### src/rtl/stage_control.sv
// stage_control: game-level sequencer for the stage clear sweep, intermission wait and stage runs
module stage_control #(
    parameter int          FRAME_TICKS         = 1666667,
    parameter int          INTERMISSION_FRAMES = 60,
    parameter logic [8:0]  BG_COLOUR           = 9'h000
) (
    input  logic        Clock,
    input  logic        resetn,
    input  logic        start,
    input  logic        stage_1_car_done,
    input  logic        stage_2_car_done,
    input  logic        stage_3_car_done,
    input  logic        game_over_feedback,
    output logic        stage_1_in_progress,
    output logic        stage_2_in_progress,
    output logic        stage_3_in_progress,
    output logic        clear_wren,
    output logic [14:0] clear_coord,
    output logic [8:0]  clear_colour,
    output logic [1:0]  current_stage,
    output logic        game_won,
    output logic        game_lost
);
    typedef enum logic [2:0] {IDLE, CLEAR, INTER, RUN1, RUN2, RUN3, WIN, LOSE} state_t;
    localparam logic [20:0] FRAME_LAST = 21'(FRAME_TICKS - 1);
    localparam logic [7:0]  TICK_LAST  = 8'(INTERMISSION_FRAMES - 1);
    state_t      state;
    logic [7:0]  x;
    logic [6:0]  y;
    logic [20:0] frame;
    logic [7:0]  ticks;
    logic [1:0]  target;
    logic        frame_tick;
    logic        done;
    logic        last_pixel;
    state_t      run_state;
    assign frame_tick = frame == FRAME_LAST;
    assign last_pixel = x == 8'd159 && y == 7'd119;
    assign run_state  = target == 2'd1 ? RUN1 : target == 2'd2 ? RUN2 : RUN3;
    // only the done line of the stage currently running counts
    assign done = (state == RUN1 && stage_1_car_done) ||
                  (state == RUN2 && stage_2_car_done) ||
                  (state == RUN3 && stage_3_car_done);
    // sequencer state, sweep counters, frame counters and target stage
    always_ff @(posedge Clock) begin
        if (!resetn) begin
            state  <= IDLE;
            x      <= '0;
            y      <= '0;
            frame  <= '0;
            ticks  <= '0;
            target <= 2'd1;
        end else begin
            case (state)
                IDLE, WIN, LOSE: begin
                    if (start) begin
                        state  <= CLEAR;
                        target <= 2'd1;
                        x      <= '0;
                        y      <= '0;
                    end
                end
                CLEAR: begin
                    if (last_pixel) begin
                        state <= INTER;
                        x     <= '0;
                        y     <= '0;
                        frame <= '0;
                        ticks <= '0;
                    end else if (x == 8'd159) begin
                        x <= '0;
                        y <= y + 7'd1;
                    end else begin
                        x <= x + 8'd1;
                    end
                end
                INTER: begin
                    frame <= frame_tick ? '0 : frame + 21'd1;
                    if (frame_tick) ticks <= ticks + 8'd1;
                    if (frame_tick && ticks == TICK_LAST) state <= run_state;
                end
                RUN1, RUN2, RUN3: begin
                    if (game_over_feedback) begin
                        state <= LOSE;
                    end else if (done) begin
                        if (target == 2'd3) begin
                            state <= WIN;
                        end else begin
                            state  <= CLEAR;
                            target <= target + 2'd1;
                            x      <= '0;
                            y      <= '0;
                        end
                    end
                end
                default: state <= IDLE;
            endcase
        end
    end
    assign stage_1_in_progress = state == RUN1;
    assign stage_2_in_progress = state == RUN2;
    assign stage_3_in_progress = state == RUN3;
    assign clear_wren          = state == CLEAR;
    assign clear_coord         = clear_wren ? {x, y} : '0;
    assign clear_colour        = clear_wren ? BG_COLOUR : '0;
    assign current_stage       = state == IDLE ? 2'd0 : target;
    assign game_won            = state == WIN;
    assign game_lost           = state == LOSE;
endmodule
### config.mk
export PLATFORM = sky130hd
export DESIGN_NAME = stage_control
export DESIGN_NICKNAME = d
export VERILOG_FILES = /design/src/rtl/stage_control.sv
export SDC_FILE = /design/constraint.sdc
export NUM_CORES = 1
export LEC_CHECK = 0
export ABC_AREA = 1
export CORE_ASPECT_RATIO = 0.8
export CORE_MARGIN = 3
export CORE_UTILIZATION = 35
export DETAILED_ROUTE_END_ITERATION = 10
export DONT_BUFFER_PORTS = 1
export SLEW_MARGIN = 30
export SYNTH_ARGS = -nofsm -noshare
export SYNTH_HDL_FRONTEND = slang
export SYNTH_SLANG_ARGS = --single-unit
### constraint.sdc
create_clock -name Clock -period 1.5 [get_ports Clock]
set_input_delay 0.3 -clock Clock [delete_from_list [all_inputs] [get_ports Clock]]
set_output_delay 0.3 -clock Clock [all_outputs]
set_load 0.01 [all_outputs]
==> reports/metrics.cfg <==
[yosys]
ys.flop_type = dfxtp_1
yosysMostFrequentCell = nand2_1
synth_edf_count = 0
yosysUniqueCellTypes = 36
ys_seq_area_share_pct = 29.9
synth_seq_cells = 49
syn_area_per_cell_um2 = 6.14
yosys-top-cells-count = 127 x nand2_1, 87 x nor2_1, 62 x nand3_1
synth_area_leaders = dfxtp_1 30%, nand2_1 15%, nor2_1 10%
yosys_warnings = 0
synthArstFlopShare_pct = 0
yosys.area.top_type = dfxtp_1
synth_top_area_share_pct = 29.9
synthCells = 534
syn_area_mm2 = 0.00328

[cts]
cts_inserted_buffers = 5
clkTransAtPathRegs_ns = 0.07
cts_buffer_depth = 2
cts.sinks = 49
clockRootBuffer = clkbuf_16
cts_tree = yes
clkLatencyLatePin_ns = 0.29
htree_levels = 2

[setup_path]
critPathCaptureType = output port
r2r_cells = 12
crit_chain = nor3_4 -> inv_2 -> buf_12 -> nor2_4
worstReg2RegEnd = y[4]$_SDFFE_PN0P_
max_stage_delay_ns = 0.37
crit_required_ns = 1.20
critPathKind = flop to output port
reg2reg_slack_ns = -0.11
critPathMaxFanout = 8
start_kind = flop
crit_path_top_delay_cell = dfxtp_4
rr_startpoint = x[0]$_SDFFE_PN0P_
arrival_ns = 1.33

[run_status]
outcome = finished with violations
violations = setup timing

[min_path]
hold_start = resetn
min_path_cells = 2
worstHoldEndpoint = y[5]$_SDFFE_PN0P_
hp-class = input port to flop

[layout]
drive_above_1_share_pct = 44.6
synthToLayoutAreaGrowth_pct = 55.2
final_nets = 644
fin_cells = 742
antenna_cells = 0
final_util_pct = 57.9

[floorplan]
num_rows = 30
core-area_mm2 = 0.00878
die-area_mm2 = 0.0106
start_util_pct = 37.3
fp.dieW_um = 114
die_h_um = 92.6
io_pins = 39

[timing]
fin_crit_sh_pct = 108
slew-limit-headroom_pct = 66.2
fin_hold_ws_ns = 0.142
rsz0062_at_grt = yes
layout_setup_ws_ns = -0.127
worst_pin_slew_ns = 0.507
tns_ns = -4.16
setup_viol = 64
drv_slew = 0
fin_worst_skew_ns = 0.0127
fmax_ghz = 0.615
finalHoldViolCount = 0
min_period_ns = 1.63

[detailed_routing]
vias_per_cell = 5.05
wire_per_inst_um = 13.9
drc = 0
drtAntennaViolNets = 0
vias = 3744
dr.pass1.iters = 5
wirelength_um = 10300
drt-initial-drc-count = 235

[pwr]
powerDensity_mw_per_mm2 = 1480
max-vdd-ir-drop_mv = 1.16
cellLeakagePower_nw = 1.99

[placement]
placedCellCount = 710
dpl.hpwl_um = 6690
gp_congestion = 0.867
portBuffers = 0

[job]
maxCapViolCount = 0

[grt]
grt_overflow = 0
grt_max_degree = 22
antenna_found_initial = 0
grt_pass1_vias = 3432
grt_pass1_wl_um = 16000
track_usage_pct = 18.1

-- cells by family (layout without fill, tap and decap cells) --
logic type / count (synthesis) / count (layout) / share of synthesized area (%)
other: 1 / 9 / 0.114
adders and majority gates: 8 / 8 / 3.05
DFF: 49 / 49 / 29.9
buffers and inverters: 88 / 176 / 11.5
and+or+nand+nor: 322 / 322 / 44.2
AOI/OAI and AO/OA: 59 / 59 / 9.35
xor gates and xnor gates: 7 / 7 / 1.87
-- what timing repair did --
item | CTS | global route
setup buffers | 16 | 6
gates resized for setup | 91 | 113
gates cloned | 1 | 2
hold endpoints to repair | 0 | 0
endpoints found under the setup margin | 71 | 69
pin swaps | 23 | 48
hold buffers | 0 | 0
-- power breakdown --
part | switching, mW | leakage [nW] | total (mW) | internal [mW]
sequential | 0.176 | 0.404 | 1.69 | 1.51
clock | 0.492 | 0.0696 | 1.10 | 0.613
combinational | 2.65 | 1.52 | 4.72 | 2.07
-- critical path, delay by kind of cell, from the launching register on --
family | cells | cell delay [ns]
and+or+nand+nor | 2 | 0.37
DFF | 1 | 0.37
buffers and inverters | 2 | 0.30
-- registers in the layout (all words and copies together) (netlist names) --
signal and flops:
x 8, state 3, target 2, frame 21, ticks 8, y 7
-- through the flow --
stage | area (um^2) | setup WS [ns] | power, mW
finish | 5090 | -0.127 | 7.51
global route | 5090 | -0.193 | 7.99
CTS | 4560 | -0.107 | 6.77
detailed placement | 3980 | -0.173 | 4.86
global placement | 3980 | -0.155 | 4.78
floorplan | 3330 | 0.00450 | 3.55
-- per-layer routing --
metal | vias up | part of all wire [%] | track usage [%]
li1 | 1893 | - | -
met1 | 1733 | 47 | 26.2
met2 | 110 | 47 | 28.6
met3 | 8 | 5.1 | 2.42
met4 | 0 | 1.2 | 3.86
met5 | - | 0 | 0
-- cell usage in the layout, fill, tap and decap left out, types with 22 or more instances in the layout --
master and n:
a21oi_2 26, buf_4 86, nor2_1 50, nand3_1 39, nand2_2 27, dfxtp_1 34
nor2_4 22, inv_1 51, nand2_1 100
-- final cells by class --
type	count	area, um^2
fill	776	3700
multi-input combinational	405	2600
sequential	49	1010
timing repair buffer	104	943
inverter	64	250
tap	112	140
clock buffer	5	125
clock inverter	3	17.5
-- worst max-delay path by stage --
| stage | slack (ns) | from | to |
|---|---|---|---|
| final | -0.13 | state[1]$_SDFFE_PN0P_ | clear_coord[6] |
| after global routing | -0.19 | x[1]$_SDFFE_PN0P_ | y[4]$_SDFFE_PN0P_ |
| after CTS | -0.11 | state[0]$_SDFFE_PN0P_ | clear_coord[14] |
| after detailed placement | -0.17 | frame[0]$_SDFFE_PN0P_ | frame[20]$_SDFFE_PN0P_ |
| after global placement | -0.16 | x[0]$_SDFFE_PN0P_ | state[1]$_SDFFE_PN0P_ |
| after floorplan | 0.005 | frame[1]$_SDFFE_PN0P_ | frame[20]$_SDFFE_PN0P_ |
(Power assumes the default switching activity.)
==> RTL change, RTL diff (same flow settings) <==
The 8 states of `state_t` get a one-hot encoding in 8 bits.
--- a/src/rtl/stage_control.sv
+++ b/src/rtl/stage_control.sv
@@ -21,7 +21,7 @@
     output logic        game_won,
     output logic        game_lost
 );
-    typedef enum logic [2:0] {IDLE, CLEAR, INTER, RUN1, RUN2, RUN3, WIN, LOSE} state_t;
+    typedef enum logic [7:0] {IDLE = 8'b00000001, CLEAR = 8'b00000010, INTER = 8'b00000100, RUN1 = 8'b00001000, RUN2 = 8'b00010000, RUN3 = 8'b00100000, WIN = 8'b01000000, LOSE = 8'b10000000} state_t;
     localparam logic [20:0] FRAME_LAST = 21'(FRAME_TICKS - 1);
     localparam logic [7:0]  TICK_LAST  = 8'(INTERMISSION_FRAMES - 1);
     state_t      state;
Behaviour: same outputs for any inputs over 10 cycles, from zero or initial values and one cycle with resetn low; not proved beyond that.
==> RTL change against the original RTL <==
- power is 0.98% lower
- final area is 16% higher
- the flow still finishes with violations (negative setup slack)
- worst setup slack worse by 160 ps
- area after synthesis is 9.9% higher
- non-clock buffer count is 39 higher
- critical endpoint is now ticks[6]
- sequential cell count is 5 higher
- routed wire length is 12% higher
- sequential share of layout area is 0.78 points lower
==> RTL change: results (changes against the original RTL) <==
stage;metric;value;unit;change
run_status;status;complete, but fails checks;;
run_status;failing checks;negative setup slack;;
logic_synthesis;post-synthesis average cell area;6.552;um2;+6.7%
place;Setup WS pre-CTS;-280.9;ps;-107.7 ps
drt;via count;4105;;+9.6%
critical_path;Worst EP arrival;1970;ps;+640 ps
final_layout;nets@finish;707;;+9.8%
timing;post-route worst setup slack;-285.8;ps;-159.0 ps
drt;routed length per instance;13.98;um;+0.37%
timing;final clock skew;6.168;ps;-6.510 ps
critical_path;crit-path max FO;7;;-1
place;Detailed Place HPWL;7.575;mm;+13%
logic_synthesis;register area share after synthesis;30.00;%;+0.076 points
pwr;leakage power;0.002491;uW;+25%
place;Placer Congestion;0.8217;;-5.2%
critical_path;cell family with most CP delay;simple AND/OR/NAND/NOR gates;;
place;placed cell count;783;;+10%
grt;first-pass GRT wire length;18.40;mm;+15%
drt;1st-pass router iterations;5;;unchanged
final_layout;layout cells sized above 1;52.53;%;+7.9 points
timing;endpoints failing setup;77;;+20%
drt;final WL;11.59;mm;+12%
grt;largest net degree at the start of global routing;21;;-4.5%
clock_tree;CTS max path bufs;2;;unchanged
grt;vias in the first global route;3897;;+14%
clock_tree;H-tree depth;2;;unchanged
final_layout;Largest Register;frame;;
clock_tree;post_cts resized;168;;+85%
drt;DRT iter0 DRCs;242;;+3.0%
critical_path;slowest CP cell;dfxtp_2;;
logic_synthesis;most instantiated cells after synthesis;108 x nand2_1, 98 x nor2_1, 68 x inv_1;;
timing;setup_tns;-13570;ps;-9406 ps
final_layout;Fillers;828;;+6.7%
logic_synthesis;Synth area leaders;dfxtp_1 30%, nand2_1 11%, nor2_1 10%, inv_1 7.1%, nand3_1 4.4%;;
logic_synthesis;distinct cell type count of the synthesized netlist;42;;+17%
pwr;Max IR drop VDD;761.7;uV;-34%
clock_tree;post-CTS setup buffers;20;;+4
critical_path;Max stage delay on crit path;350;ps;-20 ps
clock_tree;CTS clk-pin slew, worst paths;70;ps;about the same
grt;overall routing resource usage;18.88;%;+0.80 points
[RTL change: kinds of logic (layout without fill, tap and decap cells)]
| kind of cell | count (synthesis) | after routing | synth area share [%] |
|---|---|---|---|
| and+or+nand+nor | 318 | 320 | 43.40 |
| buffers and inverters | 98 | 231 | 12.22 |
| AOI/OAI and AO/OA | 65 | 65 | 10.04 |
| DFF | 54 | 54 | 30.00 |
| adders and majority gates | 8 | 8 | 2.778 |
| xor gates and xnor gates | 6 | 6 | 1.458 |
| other | 1 | 9 | 0.1041 |
[RTL change: per-layer routing]
metal  vias to the layer above  wire [um]  GRT usage (%)
li1                       2044          -              -
met1                      1933       5178          25.52
met2                       108       5743          32.60
met3                        20        498          2.747
met4                         0        171          2.817
met5                         -          0              0
[RTL change: worst paths after layout]
check                               from        to  cells past startpoint
worst max-delay path            state[7]  ticks[6]                     11
worst min-delay path              resetn  state[4]                      2
worst max register to register  state[7]  ticks[6]                     11
worst min register to register  ticks[7]  ticks[7]                      2
[RTL change: layout make-up]
class                      instances  area share, %
multi-input combinational        408          48.72
clock inverter                     2         0.1694
sequential                        54          19.12
timing repair inverter             1         0.1906
timing repair buffer             143          20.88
clock buffer                       6          2.181
tap                              136          2.880
inverter                          79          5.865
[RTL change: through the flow]
step	total power (uW)	instance area (um2)	hold slack (ps)	utilization, %
3_3_place_gp	4770	4678	420.4	47.50
2_1_floorplan	4090	3812	453.1	-
6_report	7439	5909	116.2	60.00
5_1_grt	7923	5909	119.6	60.00
3_5_place_dp	4852	4678	425.6	47.50
4_1_cts	6985	5548	114.4	56.33
[RTL change: report_power, final]
| part | leakage [uW] | switching [uW] | internal, uW |
|---|---|---|---|
| Combinational | 0.00197 | 2640 | 1830 |
| Sequential | 0.000449 | 187 | 1640 |
| Clock | 0.0000706 | 528 | 615 |
